<file path="config.mk">
export PLATFORM = sky130hd
export DESIGN_NAME = ts_packet_sync
export DESIGN_NICKNAME = d
export VERILOG_FILES = /design/src/rtl/ts_packet_sync.sv
export SDC_FILE = /design/constraint.sdc
export NUM_CORES = 1
export LEC_CHECK = 0
export CAP_MARGIN = 40
export CORE_ASPECT_RATIO = 0.75
export CORE_MARGIN = 8
export CORE_UTILIZATION = 40
export DETAILED_ROUTE_END_ITERATION = 16
export PLACE_DENSITY = 0.75
export SKIP_CTS_REPAIR_TIMING = 1
export SLEW_MARGIN = 10
export SYNTH_ARGS = -nofsm -noshare
export SYNTH_HDL_FRONTEND = slang
export SYNTH_SLANG_ARGS = --single-unit
</file>
<file path="constraint.sdc">
create_clock -name clk -period 4.35 [get_ports clk]
set_input_delay 0.87 -clock clk [delete_from_list [all_inputs] [get_ports clk]]
set_output_delay 0.87 -clock clk [all_outputs]
set_load 0.02 [all_outputs]
</file>
<file path="src/rtl/ts_packet_sync.sv">
// MPEG-2 TS receive framer: hunts for the sync byte, confirms packet spacing,
// then forwards aligned packets with sop/eop markers and extracts PID/TEI.
module ts_packet_sync #(
  parameter int unsigned           DATA_WIDTH    = 8,
  parameter int unsigned           PKT_LEN       = 188,
  parameter logic [DATA_WIDTH-1:0] SYNC_BYTE     = DATA_WIDTH'(8'h47),
  parameter int unsigned           LOCK_THRESH   = 3,
  parameter int unsigned           UNLOCK_THRESH = 3
) (
  input  logic                  clk,
  input  logic                  rst,
  input  logic                  valid,
  input  logic [DATA_WIDTH-1:0] byte_data,
  output logic                  out_valid,
  output logic [DATA_WIDTH-1:0] out_data,
  output logic                  sop,
  output logic                  eop,
  output logic                  locked,
  output logic [12:0]           pid,
  output logic                  tei,
  output logic                  pid_valid,
  output logic                  sync_err,
  output logic [15:0]           pkt_count
);

  localparam int unsigned      IDX_W       = $clog2(PKT_LEN);
  localparam int unsigned      SCNT_W      = $clog2(LOCK_THRESH + 1);
  localparam int unsigned      MCNT_W      = $clog2(UNLOCK_THRESH + 1);
  localparam logic [IDX_W-1:0] LAST_IDX    = IDX_W'(PKT_LEN - 1);
  localparam logic             DIRECT_LOCK = (LOCK_THRESH == 32'd1);

  typedef enum logic [1:0] {HUNT, VERIFY, LOCKED} state_t;

  state_t              state;
  logic [IDX_W-1:0]    byte_idx;
  logic [SCNT_W-1:0]   sync_cnt;
  logic [MCNT_W-1:0]   miss_cnt;

  logic                is_sync;
  logic                idx_zero;
  logic [IDX_W-1:0]    idx_next;
  logic [SCNT_W-1:0]   sync_inc;
  logic [MCNT_W-1:0]   miss_inc;
  logic                lock_now;
  logic                unlock_now;
  logic                fwd;

  // Per-byte decisions: lock/unlock events and whether this byte is forwarded
  always_comb begin
    is_sync    = (byte_data == SYNC_BYTE);
    idx_zero   = (byte_idx == '0);
    idx_next   = (byte_idx == LAST_IDX) ? '0 : byte_idx + IDX_W'(1);
    sync_inc   = sync_cnt + SCNT_W'(1);
    miss_inc   = miss_cnt + MCNT_W'(1);
    lock_now   = 1'b0;
    unlock_now = 1'b0;
    if (valid) begin
      case (state)
        HUNT:    lock_now   = is_sync && DIRECT_LOCK;
        VERIFY:  lock_now   = idx_zero && is_sync && (sync_inc >= SCNT_W'(LOCK_THRESH));
        LOCKED:  unlock_now = idx_zero && !is_sync && (miss_inc >= MCNT_W'(UNLOCK_THRESH));
        default: ;
      endcase
    end
    fwd = valid && (((state == LOCKED) && !unlock_now) || lock_now);
  end

  always_ff @(posedge clk) begin
    if (rst) begin
      state     <= HUNT;
      byte_idx  <= '0;
      sync_cnt  <= '0;
      miss_cnt  <= '0;
      out_valid <= 1'b0;
      out_data  <= '0;
      sop       <= 1'b0;
      eop       <= 1'b0;
      locked    <= 1'b0;
      pid       <= '0;
      tei       <= 1'b0;
      pid_valid <= 1'b0;
      sync_err  <= 1'b0;
      pkt_count <= '0;
    end else begin
      out_valid <= 1'b0;
      sop       <= 1'b0;
      eop       <= 1'b0;
      pid_valid <= 1'b0;
      sync_err  <= 1'b0;

      // Output path; byte_idx is 0 on the locking byte in every state
      if (fwd) begin
        out_valid <= 1'b1;
        out_data  <= byte_data;
        sop       <= idx_zero;
        eop       <= (byte_idx == LAST_IDX);
        if (idx_zero) pkt_count <= pkt_count + 16'd1;
        if (byte_idx == IDX_W'(1)) begin
          tei       <= byte_data[7];
          pid[12:8] <= byte_data[4:0];
        end
        if (byte_idx == IDX_W'(2)) begin
          pid[7:0]  <= byte_data[7:0];
          pid_valid <= 1'b1;
        end
      end

      if (valid) begin
        case (state)
          HUNT: begin
            if (is_sync) begin
              byte_idx <= IDX_W'(1);
              sync_cnt <= SCNT_W'(1);
              miss_cnt <= '0;
              state    <= DIRECT_LOCK ? LOCKED : VERIFY;
              locked   <= DIRECT_LOCK;
            end
          end
          VERIFY: begin
            byte_idx <= idx_next;
            if (idx_zero) begin
              if (is_sync) begin
                sync_cnt <= sync_inc;
                if (lock_now) begin
                  state    <= LOCKED;
                  locked   <= 1'b1;
                  miss_cnt <= '0;
                end
              end else begin
                state    <= HUNT;
                sync_cnt <= '0;
                byte_idx <= '0;
              end
            end
          end
          LOCKED: begin
            byte_idx <= idx_next;
            if (idx_zero) begin
              if (is_sync) begin
                miss_cnt <= '0;
              end else begin
                sync_err <= 1'b1;
                miss_cnt <= miss_inc;
              end
            end
            // Too many missing syncs: drop lock and discard this byte
            if (unlock_now) begin
              state    <= HUNT;
              locked   <= 1'b0;
              byte_idx <= '0;
              sync_cnt <= '0;
              miss_cnt <= '0;
            end
          end
          default: state <= HUNT;
        endcase
      end
    end
  end

endmodule

</file>
==> impl_results.html, run 1 <==
<table>
<tr><th>Metric</th><th>Value</th></tr>
<tr><th colspan="2">Route</th></tr>
<tr><td>Final routed DRC violation total</td><td>0</td></tr>
<tr><td>DRT iter0 DRCs</td><td>198</td></tr>
<tr><td>Routed wire length</td><td>7450 um</td></tr>
<tr><td>Count of TritonRoute iterations in the first routing pass</td><td>4</td></tr>
<tr><td>Via density per instance</td><td>5.42</td></tr>
<tr><td>Wire length per cell</td><td>15.3 um</td></tr>
<tr><td>Number of nets still failing antenna checks after routing</td><td>0</td></tr>
<tr><td>Vias post-DR</td><td>2638</td></tr>
<tr><th colspan="2">Min path</th></tr>
<tr><td>Hold Crit Endpoint</td><td>miss_cnt[0]</td></tr>
<tr><td>Class of the most critical hold timing path</td><td>flop to flop</td></tr>
<tr><td>Worst hold path depth</td><td>2</td></tr>
<tr><td>Min-delay src</td><td>miss_cnt[0]</td></tr>
<tr><th colspan="2">Timing</th></tr>
<tr><td>Sum of negative setup slack</td><td>0 ns</td></tr>
<tr><td>Final critical delay including setup and external delays</td><td>3.43 ns</td></tr>
<tr><td>Number of hold violations in the final report</td><td>0</td></tr>
<tr><td>Relative max-transition margin</td><td>0.335</td></tr>
<tr><td>Clk_skew</td><td>0.00993 ns</td></tr>
<tr><td>Count of final setup violators</td><td>0</td></tr>
<tr><td>Setup repair after global routing missed its margin</td><td>no</td></tr>
<tr><td>Pins Over Slew Limit</td><td>0</td></tr>
<tr><td>Crit share post-route</td><td>0.789</td></tr>
<tr><td>Worst setup margin</td><td>0.918 ns</td></tr>
<tr><td>Fmax</td><td>0.291 GHz</td></tr>
<tr><td>Worst-margin pin slew</td><td>0.998 ns</td></tr>
<tr><th colspan="2">Final layout</th></tr>
<tr><td>Commonest cells after routing, fill and taps aside</td><td>dfxtp_1, clkdlybuf4s50_1, nand2_1</td></tr>
<tr><td>Filler Cell Count</td><td>640</td></tr>
<tr><td>Finished Core Util</td><td>0.534</td></tr>
<tr><td>Final nets</td><td>406</td></tr>
<tr><td>Number of antenna repair diodes</td><td>0</td></tr>
<tr><td>Sequential Area</td><td>1160 um^2</td></tr>
<tr><td>Share of layout cells above drive strength 1</td><td>0.0746</td></tr>
<tr><td>Area used by multi-input combinational logic</td><td>1580 um^2</td></tr>
<tr><td>Area growth from synthesis to layout</td><td>28.4%</td></tr>
<tr><td>Most frequent standard cell in the layout excluding fill and tap cells</td><td>dfxtp_1</td></tr>
<tr><th colspan="2">Worst setup path</th></tr>
<tr><td>Data required time of the worst path</td><td>4.59 ns</td></tr>
<tr><td>Reg2Reg Depth</td><td>5</td></tr>
<tr><td>FF-to-FF End</td><td>pkt_count[12]</td></tr>
<tr><td>Critical Path End Type</td><td>flop</td></tr>
<tr><td>Critical path data arrival time</td><td>3.67 ns</td></tr>
<tr><td>Critical Setup Path Class</td><td>primary input to flop</td></tr>
<tr><td>Source of the worst register-to-register timing path</td><td>byte_idx[7]</td></tr>
<tr><td>Crit Path Max Fanout</td><td>9</td></tr>
<tr><td>Startpoint types</td><td>primary input</td></tr>
<tr><td>Reg-to-reg setup timing slack</td><td>1.50 ns</td></tr>
<tr><th colspan="2">GRT</th></tr>
<tr><td>Number of antenna violations at the first check in global routing</td><td>0</td></tr>
<tr><td>Number of global-route vias before repair</td><td>2409</td></tr>
<tr><td>Met1 Track Usage GR</td><td>0.190</td></tr>
<tr><td>Largest net degree at the start of global routing</td><td>31</td></tr>
<tr><td>Met3 track utilization from global routing</td><td>0.0904</td></tr>
<tr><td>Total global routing track utilization</td><td>0.151</td></tr>
<tr><td>Grt total ovfl</td><td>0</td></tr>
<tr><td>Busiest metal layer after global routing</td><td>met2</td></tr>
<tr><td>Global-route wire length before repair</td><td>12000 um</td></tr>
<tr><td>Met2 Use GR</td><td>0.213</td></tr>
<tr><th colspan="2">Floorplan</th></tr>
<tr><td>Initial Utilization</td><td>0.416</td></tr>
<tr><td>Number of rows created at floorplan</td><td>26</td></tr>
<tr><td>Width of the die</td><td>114 um</td></tr>
<tr><td>Area of the core region</td><td>6860 um^2</td></tr>
<tr><td>IO Pins</td><td>55</td></tr>
<tr><td>Height of the die</td><td>89.1 um</td></tr>
<tr><td>Die area</td><td>10100 um^2</td></tr>
<tr><th colspan="2">Synth</th></tr>
<tr><td>Most used flip-flop cell after synthesis</td><td>dfxtp_1</td></tr>
<tr><td>Largest cells by area after synthesis</td><td>dfxtp_1, nand4_1, ha_1</td></tr>
<tr><td>Synthesized area divided by synthesized cell count</td><td>8.59 um^2</td></tr>
<tr><td>Count of state elements after synthesis</td><td>58</td></tr>
<tr><td>Library cell with the largest summed area after synthesis</td><td>dfxtp_1</td></tr>
<tr><td>Area of the mapped netlist</td><td>2850 um^2</td></tr>
<tr><td>Seq/Total Area, Yosys</td><td>0.407</td></tr>
<tr><td>Post-synth EDFFs</td><td>0</td></tr>
<tr><td>Yosys synthesis warning count</td><td>0</td></tr>
<tr><td>Async SR Flop Fraction</td><td>0</td></tr>
<tr><td>Yosys cell types</td><td>51</td></tr>
<tr><td>Share of the synthesized area in the top cell type</td><td>0.407</td></tr>
<tr><td>Number of nets produced by synthesis</td><td>354</td></tr>
<tr><td>Cells after synthesis</td><td>332</td></tr>
<tr><th colspan="2">Pwr</th></tr>
<tr><td>Leakage power</td><td>1.34 nW</td></tr>
<tr><td>Overall power consumption</td><td>1.03 mW</td></tr>
<tr><td>IR drop worst, VDD</td><td>0.000147 V</td></tr>
<tr><td>Pwr per Cell Area</td><td>282 nW/um^2</td></tr>
<tr><th colspan="2">Place</th></tr>
<tr><td>Gp weighted congestion</td><td>0.878</td></tr>
<tr><td>DP HPWL</td><td>5410 um</td></tr>
<tr><td>Worst slack at placement</td><td>0.593 ns</td></tr>
<tr><td>Count of input and output buffers</td><td>54</td></tr>
<tr><th colspan="2">CTS</th></tr>
<tr><td>H-tree levels</td><td>3</td></tr>
<tr><td>TritonCTS clock tree</td><td>built</td></tr>
<tr><td>Number of buffers created by CTS</td><td>9</td></tr>
<tr><td>Root cell of the clock tree</td><td>clkbuf_8</td></tr>
<tr><td>Max Buffers Root-to-Sink</td><td>2</td></tr>
<tr><td>Clock latency on the worst-skew pair</td><td>0.34 ns</td></tr>
<tr><td>Clock tree sinks</td><td>58</td></tr>
<tr><td>Clock-pin slew on the worst setup and hold paths</td><td>0.07 ns</td></tr>
<tr><th colspan="2">Outcome</th></tr>
<tr><td>Outcome</td><td>complete, no violations</td></tr>
<tr><th colspan="2">Run</th></tr>
<tr><td>Max Cap Viol</td><td>0</td></tr>
</table>
-- per-layer routing --
layer,wire [um],vias up
met2,3070,97
met4,73,0
met1,3580,1218
met5,0,-
met3,732,7
li1,-,1316
-- area by class of cell --
class,instances,area share
Tap cell,98,0.0335
Inverter,13,0.0133
Clock buffer,14,0.0471
Clock inverter,2,0.00273
Multi-Input combinational cell,244,0.430
Sequential cell,58,0.317
Timing Repair Buffer,58,0.156
-- flip-flops by register name (all words and copies together), names as in the netlist --
name       cells
byte_idx       8
out_data       8
sync_cnt       2
sync_err       1
out_valid      1
tei            1
pkt_count     16
state          2
pid           13
eop            1
sop            1
locked         1
pid_valid      1
miss_cnt       2
-- kinds of logic after synthesis --
logic type      Yosys count  share of synthesized area
mux                      20                     0.0732
fa+ha+maj                11                     0.0482
xor+xnor                 10                     0.0307
flops                    58                      0.407
buf+inv                  30                     0.0404
compound gates           66                      0.151
simple gates            137                      0.249
-- cell usage after synthesis, types with 2 or more instances --
library cell  number
mux2_2             7
o41ai_1            2
o21ai_0           15
buf_2              2
inv_1             13
nand2_1           34
nor4_1             4
nor2_1            28
nand2b_1           3
ha_1              11
dfxtp_1           58
o311a_1            2
o211ai_1           6
nor2b_1            8
xor2_1             7
o31ai_1            7
nand4_1           23
or4_1              3
a21oi_1           18
nor4b_1            3
mux2i_1           13
clkbuf_1          14
and3_1             7
nor3_1             4
nand3_1           12
xnor2_1            3
-- report_power, final --
group | internal (mW) | switching (mW) | leakage, nW
Combinational | 0.0155 | 0.0282 | 0.778
Clock | 0.252 | 0.207 | 0.0965
Sequential | 0.531 | 0.000172 | 0.467
Total | 0.799 | 0.235 | 1.34
-- how the worst max path moves through the flow --
stage / start / endpoint / depth (start not counted)
3_5_place_dp: byte_data[4] / pkt_count[12] / 6
2_1_floorplan: byte_data[7] / pkt_count[12] / 7
4_1_cts: byte_data[4] / pkt_count[12] / 6
3_3_place_gp: byte_data[4] / pkt_count[12] / 6
6_report: byte_data[4] / pkt_count[12] / 6
5_1_grt: byte_data[4] / pkt_count[7] / 6
-- through the flow --
| step | std cells | hold slack, ns | instance area, um^2 |
|---|---|---|---|
| 2_1_floorplan | 332 | 0.438 | 2850 |
| 3_3_place_gp | 471 | 0.445 | 3480 |
| 3_5_place_dp | 471 | 0.457 | 3480 |
| 4_1_cts | 487 | 0.465 | 3660 |
| 5_1_grt | 487 | 0.487 | 3660 |
| 6_report | 487 | 0.461 | 3660 |
-- critical path: stages --
cell	delay [ns]
clkdlybuf4s50_1	0.50
or4b_1	0.65
o31a_1	0.41
or4_1	0.70
nor2b_1	0.19
mux2_2	0.34
No activity file was read; power rests on OpenSTA's default activity.
==> run 2: changes to the inputs <==
--- a/config.mk
+++ b/config.mk
@@ -10,7 +10,7 @@
 export CORE_MARGIN = 8
 export CORE_UTILIZATION = 40
 export DETAILED_ROUTE_END_ITERATION = 16
-export PLACE_DENSITY = 0.75
+export PLACE_DENSITY = 0.78
 export SKIP_CTS_REPAIR_TIMING = 1
 export SLEW_MARGIN = 10
 export SYNTH_ARGS = -nofsm -noshare
==> constraint.sdc (replaced) <==
create_clock -name clk -period 2.95 [get_ports clk]
set_input_delay 0.59 -clock clk [delete_from_list [all_inputs] [get_ports clk]]
set_output_delay 0.59 -clock clk [all_outputs]
set_load 0.02 [all_outputs]
==> run 2 against run 1 <==
- utilization rose by 3.1 points
- worst setup slack got worse by 0.80 ns
- combinational power is 77% higher
- first-iteration DRC count is 1.5% lower
- clock power grew 75%
- sequential power increased by 47%
- hold slack worse by 0.0043 ns
- via count increased by 4.6%
- critical endpoint is now pkt_count[10]
==> impl_results.html, run 2 (same netlist as run 1, synthesis figures left out) <==
<table>
<tr><th>Metric</th><th>Value</th></tr>
<tr><th colspan="2">GRT</th></tr>
<tr><td>Grt total ovfl</td><td>0 (unchanged)</td></tr>
<tr><td>Total global routing track utilization</td><td>0.156 (+0.00525)</td></tr>
<tr><td>Global-route wire length before repair</td><td>12600 um (+5.7%)</td></tr>
<tr><td>Number of antenna violations at the first check in global routing</td><td>0 (unchanged)</td></tr>
<tr><td>Largest net degree at the start of global routing</td><td>28 (-9.7%)</td></tr>
<tr><td>Number of global-route vias before repair</td><td>2563 (+6.4%)</td></tr>
<tr><th colspan="2">Worst setup path</th></tr>
<tr><td>Crit-path slowest cell</td><td>or4_4</td></tr>
<tr><td>Critical Path End Type</td><td>flop</td></tr>
<tr><td>Max incr delay on CP</td><td>0.60 ns (-0.10 ns)</td></tr>
<tr><td>Startpoint types</td><td>primary input</td></tr>
<tr><td>FF-to-FF End</td><td>pkt_count[10]</td></tr>
<tr><td>Source of the worst register-to-register timing path</td><td>state[1]</td></tr>
<tr><td>Reg-to-reg setup timing slack</td><td>0.52 ns (-0.98 ns)</td></tr>
<tr><td>Series of cell instances along the critical path</td><td>clkdlybuf4s50_1 &gt; or4b_1 &gt; o31a_1 &gt; or4_4 &gt; o311ai_0 &gt; o41ai_1</td></tr>
<tr><td>Critical Setup Path Class</td><td>primary input to flop</td></tr>
<tr><td>Buffers plus inverters on the worst setup path</td><td>1 (unchanged)</td></tr>
<tr><td>Critical path data arrival time</td><td>3.03 ns (-0.64 ns)</td></tr>
<tr><td>Data required time of the worst path</td><td>3.15 ns (-1.44 ns)</td></tr>
<tr><td>Crit Path Max Fanout</td><td>9 (unchanged)</td></tr>
<tr><td>Reg2Reg Depth</td><td>7 (+2)</td></tr>
<tr><td>Cell type group with the largest total delay on the critical path</td><td>simple AND/OR/NAND/NOR gates</td></tr>
<tr><th colspan="2">Floorplan</th></tr>
<tr><td>Initial Utilization</td><td>0.416 (unchanged)</td></tr>
<tr><td>Die area</td><td>10100 um^2 (unchanged)</td></tr>
<tr><td>Width of the die</td><td>114 um (unchanged)</td></tr>
<tr><td>IO Pins</td><td>55 (unchanged)</td></tr>
<tr><td>Height of the die</td><td>89.1 um (unchanged)</td></tr>
<tr><td>Area of the core region</td><td>6860 um^2 (unchanged)</td></tr>
<tr><td>Number of rows created at floorplan</td><td>26 (unchanged)</td></tr>
<tr><th colspan="2">Outcome</th></tr>
<tr><td>Outcome</td><td>complete, no violations</td></tr>
<tr><th colspan="2">Min path</th></tr>
<tr><td>Worst hold path depth</td><td>2 (unchanged)</td></tr>
<tr><td>Hold Crit Endpoint</td><td>out_data[4]</td></tr>
<tr><td>Min-delay src</td><td>out_data[4]</td></tr>
<tr><td>Class of the most critical hold timing path</td><td>flop to flop</td></tr>
<tr><th colspan="2">Route</th></tr>
<tr><td>Vias post-DR</td><td>2759 (+4.6%)</td></tr>
<tr><td>Count of TritonRoute iterations in the first routing pass</td><td>5 (+1)</td></tr>
<tr><td>Final routed DRC violation total</td><td>0 (unchanged)</td></tr>
<tr><td>Wire length per cell</td><td>15.2 um (-0.55%)</td></tr>
<tr><td>Via density per instance</td><td>5.41 (-0.13%)</td></tr>
<tr><td>DRT iter0 DRCs</td><td>195 (-1.5%)</td></tr>
<tr><td>Number of nets still failing antenna checks after routing</td><td>0 (unchanged)</td></tr>
<tr><td>Routed wire length</td><td>7760 um (+4.1%)</td></tr>
<tr><th colspan="2">Final layout</th></tr>
<tr><td>Finished Core Util</td><td>0.564 (+0.0308)</td></tr>
<tr><td>Most frequent standard cell in the layout excluding fill and tap cells</td><td>dfxtp_1</td></tr>
<tr><td>Largest registers</td><td>pkt_count: 16 flops, pid: 13 flops</td></tr>
<tr><td>Number of antenna repair diodes</td><td>0 (unchanged)</td></tr>
<tr><td>Top register by number of flip-flops</td><td>pkt_count</td></tr>
<tr><td>Largest register FFs</td><td>16 (unchanged)</td></tr>
<tr><td>Area growth from synthesis to layout</td><td>35.8%</td></tr>
<tr><td>Share of layout cells above drive strength 1</td><td>0.133 (+0.0589)</td></tr>
<tr><td>Final nets</td><td>429 (+5.7%)</td></tr>
<tr><td>Commonest cells after routing, fill and taps aside</td><td>dfxtp_1, clkdlybuf4s50_1, nand2_1</td></tr>
<tr><th colspan="2">CTS</th></tr>
<tr><td>Number of buffers created by CTS</td><td>9 (unchanged)</td></tr>
<tr><td>Clock-pin slew on the worst setup and hold paths</td><td>0.06 ns (about the same)</td></tr>
<tr><td>Clock latency on the worst-skew pair</td><td>0.34 ns (about the same)</td></tr>
<tr><td>TritonCTS clock tree</td><td>built</td></tr>
<tr><td>Max Buffers Root-to-Sink</td><td>2 (unchanged)</td></tr>
<tr><td>Clock tree sinks</td><td>58 (unchanged)</td></tr>
<tr><td>H-tree levels</td><td>3 (unchanged)</td></tr>
<tr><td>Root cell of the clock tree</td><td>clkbuf_8</td></tr>
<tr><th colspan="2">Pwr</th></tr>
<tr><td>Combinational group share of total power</td><td>0.047 (+0.005)</td></tr>
<tr><td>Relative contribution of sequential cells to total power</td><td>0.470 (-0.044)</td></tr>
<tr><td>Clk network pwr share</td><td>0.483 (+0.039)</td></tr>
<tr><td>Overall power consumption</td><td>1.67 mW (+61%)</td></tr>
<tr><td>IR drop worst, VDD</td><td>0.000317 V (+120%)</td></tr>
<tr><td>Pwr per Cell Area</td><td>430 nW/um^2 (+52%)</td></tr>
<tr><td>Switching component of the power</td><td>0.359 mW (+52%)</td></tr>
<tr><td>Internal power of the cells</td><td>1.31 mW (+64%)</td></tr>
<tr><td>Leakage power</td><td>1.47 nW (+10%)</td></tr>
<tr><td>Sw frac</td><td>0.215 (-0.0124)</td></tr>
<tr><th colspan="2">Run</th></tr>
<tr><td>Max Cap Viol</td><td>0 (unchanged)</td></tr>
<tr><th colspan="2">Place</th></tr>
<tr><td>Count of input and output buffers</td><td>54 (unchanged)</td></tr>
<tr><td>DP HPWL</td><td>5720 um (+5.6%)</td></tr>
<tr><td>Gp weighted congestion</td><td>0.880 (+0.21%)</td></tr>
<tr><th colspan="2">Timing</th></tr>
<tr><td>Count of final setup violators</td><td>0 (unchanged)</td></tr>
<tr><td>Pins Over Slew Limit</td><td>0 (unchanged)</td></tr>
<tr><td>Final critical delay including setup and external delays</td><td>2.83 ns</td></tr>
<tr><td>Number of hold violations in the final report</td><td>0 (unchanged)</td></tr>
<tr><td>Worst-margin pin slew</td><td>0.534 ns (-0.464 ns)</td></tr>
<tr><td>Crit share post-route</td><td>0.958</td></tr>
<tr><td>Fmax</td><td>0.354 GHz</td></tr>
<tr><td>Setup repair after global routing missed its margin</td><td>no</td></tr>
<tr><td>Relative max-transition margin</td><td>0.644 (+0.309)</td></tr>
<tr><td>Clk_skew</td><td>0.00473 ns (-0.00519 ns)</td></tr>
</table>
run 2: cell types whose count changed in the layout (fill, tap and decap cells not counted), sizes merged:
cell    before  now
clkbuf      14   10
clkinv       2    4
bufinv       0    2
buf          4   27
run 2: worst register-to-register path: cells and delay by family (launching register included):
family | cells | cell delay [ns]
AND/OR/NAND/NOR | 2 | 0.75
buffers and inverters | 1 | 0.10
flip-flops | 1 | 0.33
adder cells (fa/ha/maj) | 1 | 0.33
AO/OA/AOI/OAI | 3 | 0.78
run 2: worst max path at each step:
| stage | from | cells after the start | end |
|---|---|---|---|
| after floorplan | byte_data[7] | 7 | pkt_count[12] |
| after global placement | byte_data[7] | 6 | pkt_count[12] |
| after detailed placement | byte_data[7] | 6 | pkt_count[10] |
| after CTS | byte_data[7] | 6 | pkt_count[12] |
| after global routing | byte_data[7] | 6 | pkt_count[8] |
| final | byte_data[7] | 6 | pkt_count[10] |
run 2: per-layer routing:
| metal | routed length (um) | vias up | part of all wire | GRT usage |
|---|---|---|---|---|
| li1 | - | 1364 | - | - |
| met1 | 3620 | 1279 | 0.47 | 0.199 |
| met2 | 3380 | 110 | 0.44 | 0.234 |
| met3 | 711 | 6 | 0.092 | 0.0668 |
| met4 | 44 | 0 | 0.0057 | 0.0518 |
| met5 | 0 | - | 0 | 0 |
run 2: power groups by stage:
stage	clock (mW)	combinational (mW)	sequential, mW
after floorplan	0	0.0335	0.801
after global placement	0	0.0754	0.801
after detailed placement	0	0.0763	0.801
after CTS	0.827	0.0767	0.783
after global routing	0.859	0.0842	0.783
final	0.805	0.0776	0.783
run 2: final cells by class:
type / instances / area, um^2
multi-input combinational: 244 / 1580
clock buffer: 10 / 138
sequential: 58 / 1160
tap: 98 / 123
fill: 632 / 2990
timing repair buffer: 81 / 743
clock inverter: 6 / 80.1
inverter: 13 / 48.8
run 2: metrics by stage:
step | setup TNS, ns | cells | worst slack (ns) | hold WS, ns | cell area, um^2
after floorplan | 0 | 332 | 0.147 | 0.438 | 2850
after global placement | -1.90 | 493 | -0.269 | 0.447 | 3640
after detailed placement | -2.48 | 493 | -0.286 | 0.450 | 3640
after CTS | 0 | 509 | 0.0640 | 0.459 | 3860
after global routing | 0 | 510 | 0.0960 | 0.488 | 3870
final | 0 | 510 | 0.123 | 0.457 | 3870
==> run 3: changes to the inputs <==
--- a/config.mk
+++ b/config.mk
@@ -8,9 +8,11 @@
 export CAP_MARGIN = 40
 export CORE_ASPECT_RATIO = 0.75
 export CORE_MARGIN = 8
-export CORE_UTILIZATION = 40
+export CORE_UTILIZATION = 31
 export DETAILED_ROUTE_END_ITERATION = 16
-export PLACE_DENSITY = 0.78
+export GPL_TIMING_DRIVEN = 0
+export MAX_ROUTING_LAYER = met4
+export PLACE_DENSITY = 0.65
 export SKIP_CTS_REPAIR_TIMING = 1
 export SLEW_MARGIN = 10
 export SYNTH_ARGS = -nofsm -noshare
==> run 3 against run 2 <==
- non-clock buffer count shrank 5
- first-iteration DRC count is 12% lower
- final cell count rose by 1.8%
- die area increased by 24%
- critical path type unchanged
- worst setup slack better by 0.026 ns
- count of clock-buffer cells in the layout up 1
- critical path depth rose by 1
- final area rose by 0.97%
- largest cell class unchanged
- global-route usage shrank 2.1 points
- via count fell by 2.0%
- register-to-register slack got worse by 0.25 ns
- total power grew 19%
==> impl_results.html, run 3 (same netlist as run 1, synthesis figures left out) <==
<table>
<tr><th>Metric</th><th>Value</th></tr>
<tr><th colspan="2">Outcome</th></tr>
<tr><td>Outcome</td><td>complete, no violations</td></tr>
<tr><th colspan="2">Pwr</th></tr>
<tr><td>Leakage power</td><td>1.46 nW (-0.77%)</td></tr>
<tr><td>IR drop worst, VDD</td><td>0.000392 V (+24%)</td></tr>
<tr><td>Overall power consumption</td><td>1.98 mW (+19%)</td></tr>
<tr><td>Pwr per Cell Area</td><td>505 nW/um^2 (+17%)</td></tr>
<tr><th colspan="2">CTS</th></tr>
<tr><td>H-tree levels</td><td>3 (unchanged)</td></tr>
<tr><td>Clock-pin slew on the worst setup and hold paths</td><td>0.05 ns (about the same)</td></tr>
<tr><td>Number of buffers created by CTS</td><td>9 (unchanged)</td></tr>
<tr><td>Clock latency on the worst-skew pair</td><td>0.33 ns (about the same)</td></tr>
<tr><td>Max Buffers Root-to-Sink</td><td>2 (unchanged)</td></tr>
<tr><td>Clock tree sinks</td><td>58 (unchanged)</td></tr>
<tr><td>TritonCTS clock tree</td><td>built</td></tr>
<tr><td>Root cell of the clock tree</td><td>clkbuf_16</td></tr>
<tr><th colspan="2">Final layout</th></tr>
<tr><td>Largest register FFs</td><td>16 (unchanged)</td></tr>
<tr><td>Filler Cell Count</td><td>901 (+43%)</td></tr>
<tr><td>Commonest cells after routing, fill and taps aside</td><td>dfxtp_1, clkdlybuf4s50_1, nand2_1</td></tr>
<tr><td>Final instance area</td><td>3910 um^2 (+0.97%)</td></tr>
<tr><td>Top register by number of flip-flops</td><td>pkt_count</td></tr>
<tr><td>Largest registers</td><td>pkt_count: 16 flops, pid: 13 flops</td></tr>
<tr><td>Share of layout cells above drive strength 1</td><td>0.0860 (-0.0475)</td></tr>
<tr><td>Final nets</td><td>424 (-1.2%)</td></tr>
<tr><td>Sequential Area</td><td>1160 um^2 (unchanged)</td></tr>
<tr><td>Finished Core Util</td><td>0.434 (-0.130)</td></tr>
<tr><td>Number of antenna repair diodes</td><td>0 (unchanged)</td></tr>
<tr><td>Area used by multi-input combinational logic</td><td>1590 um^2 (+0.40%)</td></tr>
<tr><td>Most frequent standard cell in the layout excluding fill and tap cells</td><td>dfxtp_1</td></tr>
<tr><td>Final instance count without filler cells</td><td>519 (+1.8%)</td></tr>
<tr><td>Area growth from synthesis to layout</td><td>37.1%</td></tr>
<tr><th colspan="2">Worst setup path</th></tr>
<tr><td>Crit-path slowest cell</td><td>clkdlybuf4s50_1</td></tr>
<tr><td>Crit Path Max Fanout</td><td>9 (unchanged)</td></tr>
<tr><td>Series of cell instances along the critical path</td><td>clkdlybuf4s50_1 &gt; nand4b_1 &gt; o31a_1 &gt; or4_1 &gt; buf_2 &gt; nor2b_1 &gt; mux2_2</td></tr>
<tr><td>Data required time of the worst path</td><td>3.17 ns (+0.02 ns)</td></tr>
<tr><td>Max incr delay on CP</td><td>0.61 ns (about the same)</td></tr>
<tr><td>Critical Setup Path Class</td><td>primary input to flop</td></tr>
<tr><td>Startpoint types</td><td>primary input</td></tr>
<tr><td>Critical path data arrival time</td><td>3.02 ns (about the same)</td></tr>
<tr><td>Critical Path End Type</td><td>flop</td></tr>
<tr><th colspan="2">GRT</th></tr>
<tr><td>Grt total ovfl</td><td>0 (unchanged)</td></tr>
<tr><td>Number of global-route vias before repair</td><td>2649 (+3.4%)</td></tr>
<tr><td>Number of antenna violations at the first check in global routing</td><td>0 (unchanged)</td></tr>
<tr><td>Global-route wire length before repair</td><td>13300 um (+5.2%)</td></tr>
<tr><td>Total global routing track utilization</td><td>0.136 (-0.0207)</td></tr>
<tr><td>Largest net degree at the start of global routing</td><td>11 (-61%)</td></tr>
<tr><th colspan="2">Timing</th></tr>
<tr><td>Number of hold violations in the final report</td><td>0 (unchanged)</td></tr>
<tr><td>Fmax</td><td>0.357 GHz (+0.92%)</td></tr>
<tr><td>Relative max-transition margin</td><td>0.488 (-0.156)</td></tr>
<tr><td>Worst setup margin</td><td>0.149 ns (+0.0257 ns)</td></tr>
<tr><td>Final critical delay including setup and external delays</td><td>2.80 ns (-0.0257 ns)</td></tr>
<tr><td>Worst-margin pin slew</td><td>0.768 ns (+0.234 ns)</td></tr>
<tr><td>Pins Over Slew Limit</td><td>0 (unchanged)</td></tr>
<tr><td>Clk_skew</td><td>0.00419 ns (-0.000547 ns)</td></tr>
<tr><td>Setup repair after global routing missed its margin</td><td>no</td></tr>
<tr><td>Count of final setup violators</td><td>0 (unchanged)</td></tr>
<tr><td>Crit share post-route</td><td>0.950 (-0.00872)</td></tr>
<tr><th colspan="2">Floorplan</th></tr>
<tr><td>Initial Utilization</td><td>0.317 (-0.0989)</td></tr>
<tr><td>IO Pins</td><td>55 (unchanged)</td></tr>
<tr><td>Die area</td><td>12600 um^2 (+24%)</td></tr>
<tr><td>Number of rows created at floorplan</td><td>30 (+15%)</td></tr>
<tr><td>Height of the die</td><td>99.1 um (+11%)</td></tr>
<tr><td>Area of the core region</td><td>9010 um^2 (+31%)</td></tr>
<tr><td>Width of the die</td><td>127 um (+12%)</td></tr>
<tr><th colspan="2">Route</th></tr>
<tr><td>Final routed DRC violation total</td><td>0 (unchanged)</td></tr>
<tr><td>Wire length per cell</td><td>15.4 um (+1.3%)</td></tr>
<tr><td>Met2 Wirelength</td><td>3270 um (-3.5%)</td></tr>
<tr><td>DRT iter0 DRCs</td><td>171 (-12%)</td></tr>
<tr><td>Via density per instance</td><td>5.21 (-3.7%)</td></tr>
<tr><td>Number of nets still failing antenna checks after routing</td><td>0 (unchanged)</td></tr>
<tr><td>Routed wire length</td><td>8000 um (+3.1%)</td></tr>
<tr><td>Vias post-DR</td><td>2705 (-2.0%)</td></tr>
<tr><td>Count of TritonRoute iterations in the first routing pass</td><td>5 (unchanged)</td></tr>
<tr><td>Uppermost metal layer occupied by signal nets</td><td>met4</td></tr>
<tr><td>Wire length on met3</td><td>569 um (-20%)</td></tr>
<tr><td>Routed length on met1</td><td>4070 um (+12%)</td></tr>
<tr><th colspan="2">Place</th></tr>
<tr><td>DP HPWL</td><td>5920 um (+3.6%)</td></tr>
<tr><td>Gp weighted congestion</td><td>0.926 (+5.2%)</td></tr>
<tr><td>Worst slack at placement</td><td>-0.572 ns (-0.286 ns)</td></tr>
<tr><td>Count of input and output buffers</td><td>54 (unchanged)</td></tr>
<tr><td>Placed cell area</td><td>3530 um^2 (-3.1%)</td></tr>
<tr><td>Instance count after placement with tap cells included</td><td>498 (+1.0%)</td></tr>
<tr><th colspan="2">Run</th></tr>
<tr><td>Max Cap Viol</td><td>0 (unchanged)</td></tr>
<tr><th colspan="2">Min path</th></tr>
<tr><td>Class of the most critical hold timing path</td><td>flop to flop</td></tr>
</table>
run 3: cell count changes in the layout (fill, tap and decap cells not counted), sizes merged:
cell	previous run	this run
buf	27	8
clkbuf	10	25
clkdlybuf4s50	54	50
dlymetal6s2s	0	4
clkinv	4	2
clkinvlp	0	1
run 3: cell type report:
cell class,instances,share of cell area
inverters,13,0.0125
multi-input cells,244,0.406
flip-flops and latches,58,0.297
clock buffers,11,0.0621
repair buffers,59,0.150
well taps,112,0.0358
plain buffers,17,0.0170
clock inverters,5,0.0198
run 3: path summary, 6_finish.rpt:
kind,slack [ns],startpoint,to,cells past startpoint
worst max-delay path,0.15,byte_data[1],pkt_count[12],7
worst min-delay path,0.46,out_data[5],out_data[5],2
worst max register to register,0.27,state[1],pkt_count[12],9
worst min register to register,0.46,out_data[5],out_data[5],2
run 3: power breakdown:
part,switching [mW],internal [mW],total (mW),leakage [nW]
Clock,0.363,0.758,1.12,0.156
Sequential,0.000251,0.785,0.785,0.467
Combinational,0.0461,0.0232,0.0693,0.841
run 3: per-layer routing:
layer	up-vias	GRT usage
li1	1356	-
met1	1240	0.182
met2	101	0.182
met3	8	0.0426
met4	0	0.0574
met5	-	-
run 3: critical path, delay by kind of cell:
family                 cells  cell delay, ns
buffers and inverters      2            0.79
AO/OA/AOI/OAI              1            0.42
AND/OR/NAND/NOR            3            0.88
multiplexers               1            0.34
run 3: metrics by stage:
stage / setup TNS (ns) / hold WS (ns)
after floorplan: 0 / 0.438
after global placement: -9.88 / 0.449
after detailed placement: -11.62 / 0.458
after CTS: -2.20 / 0.465
after global routing: 0 / 0.479
final: 0 / 0.460
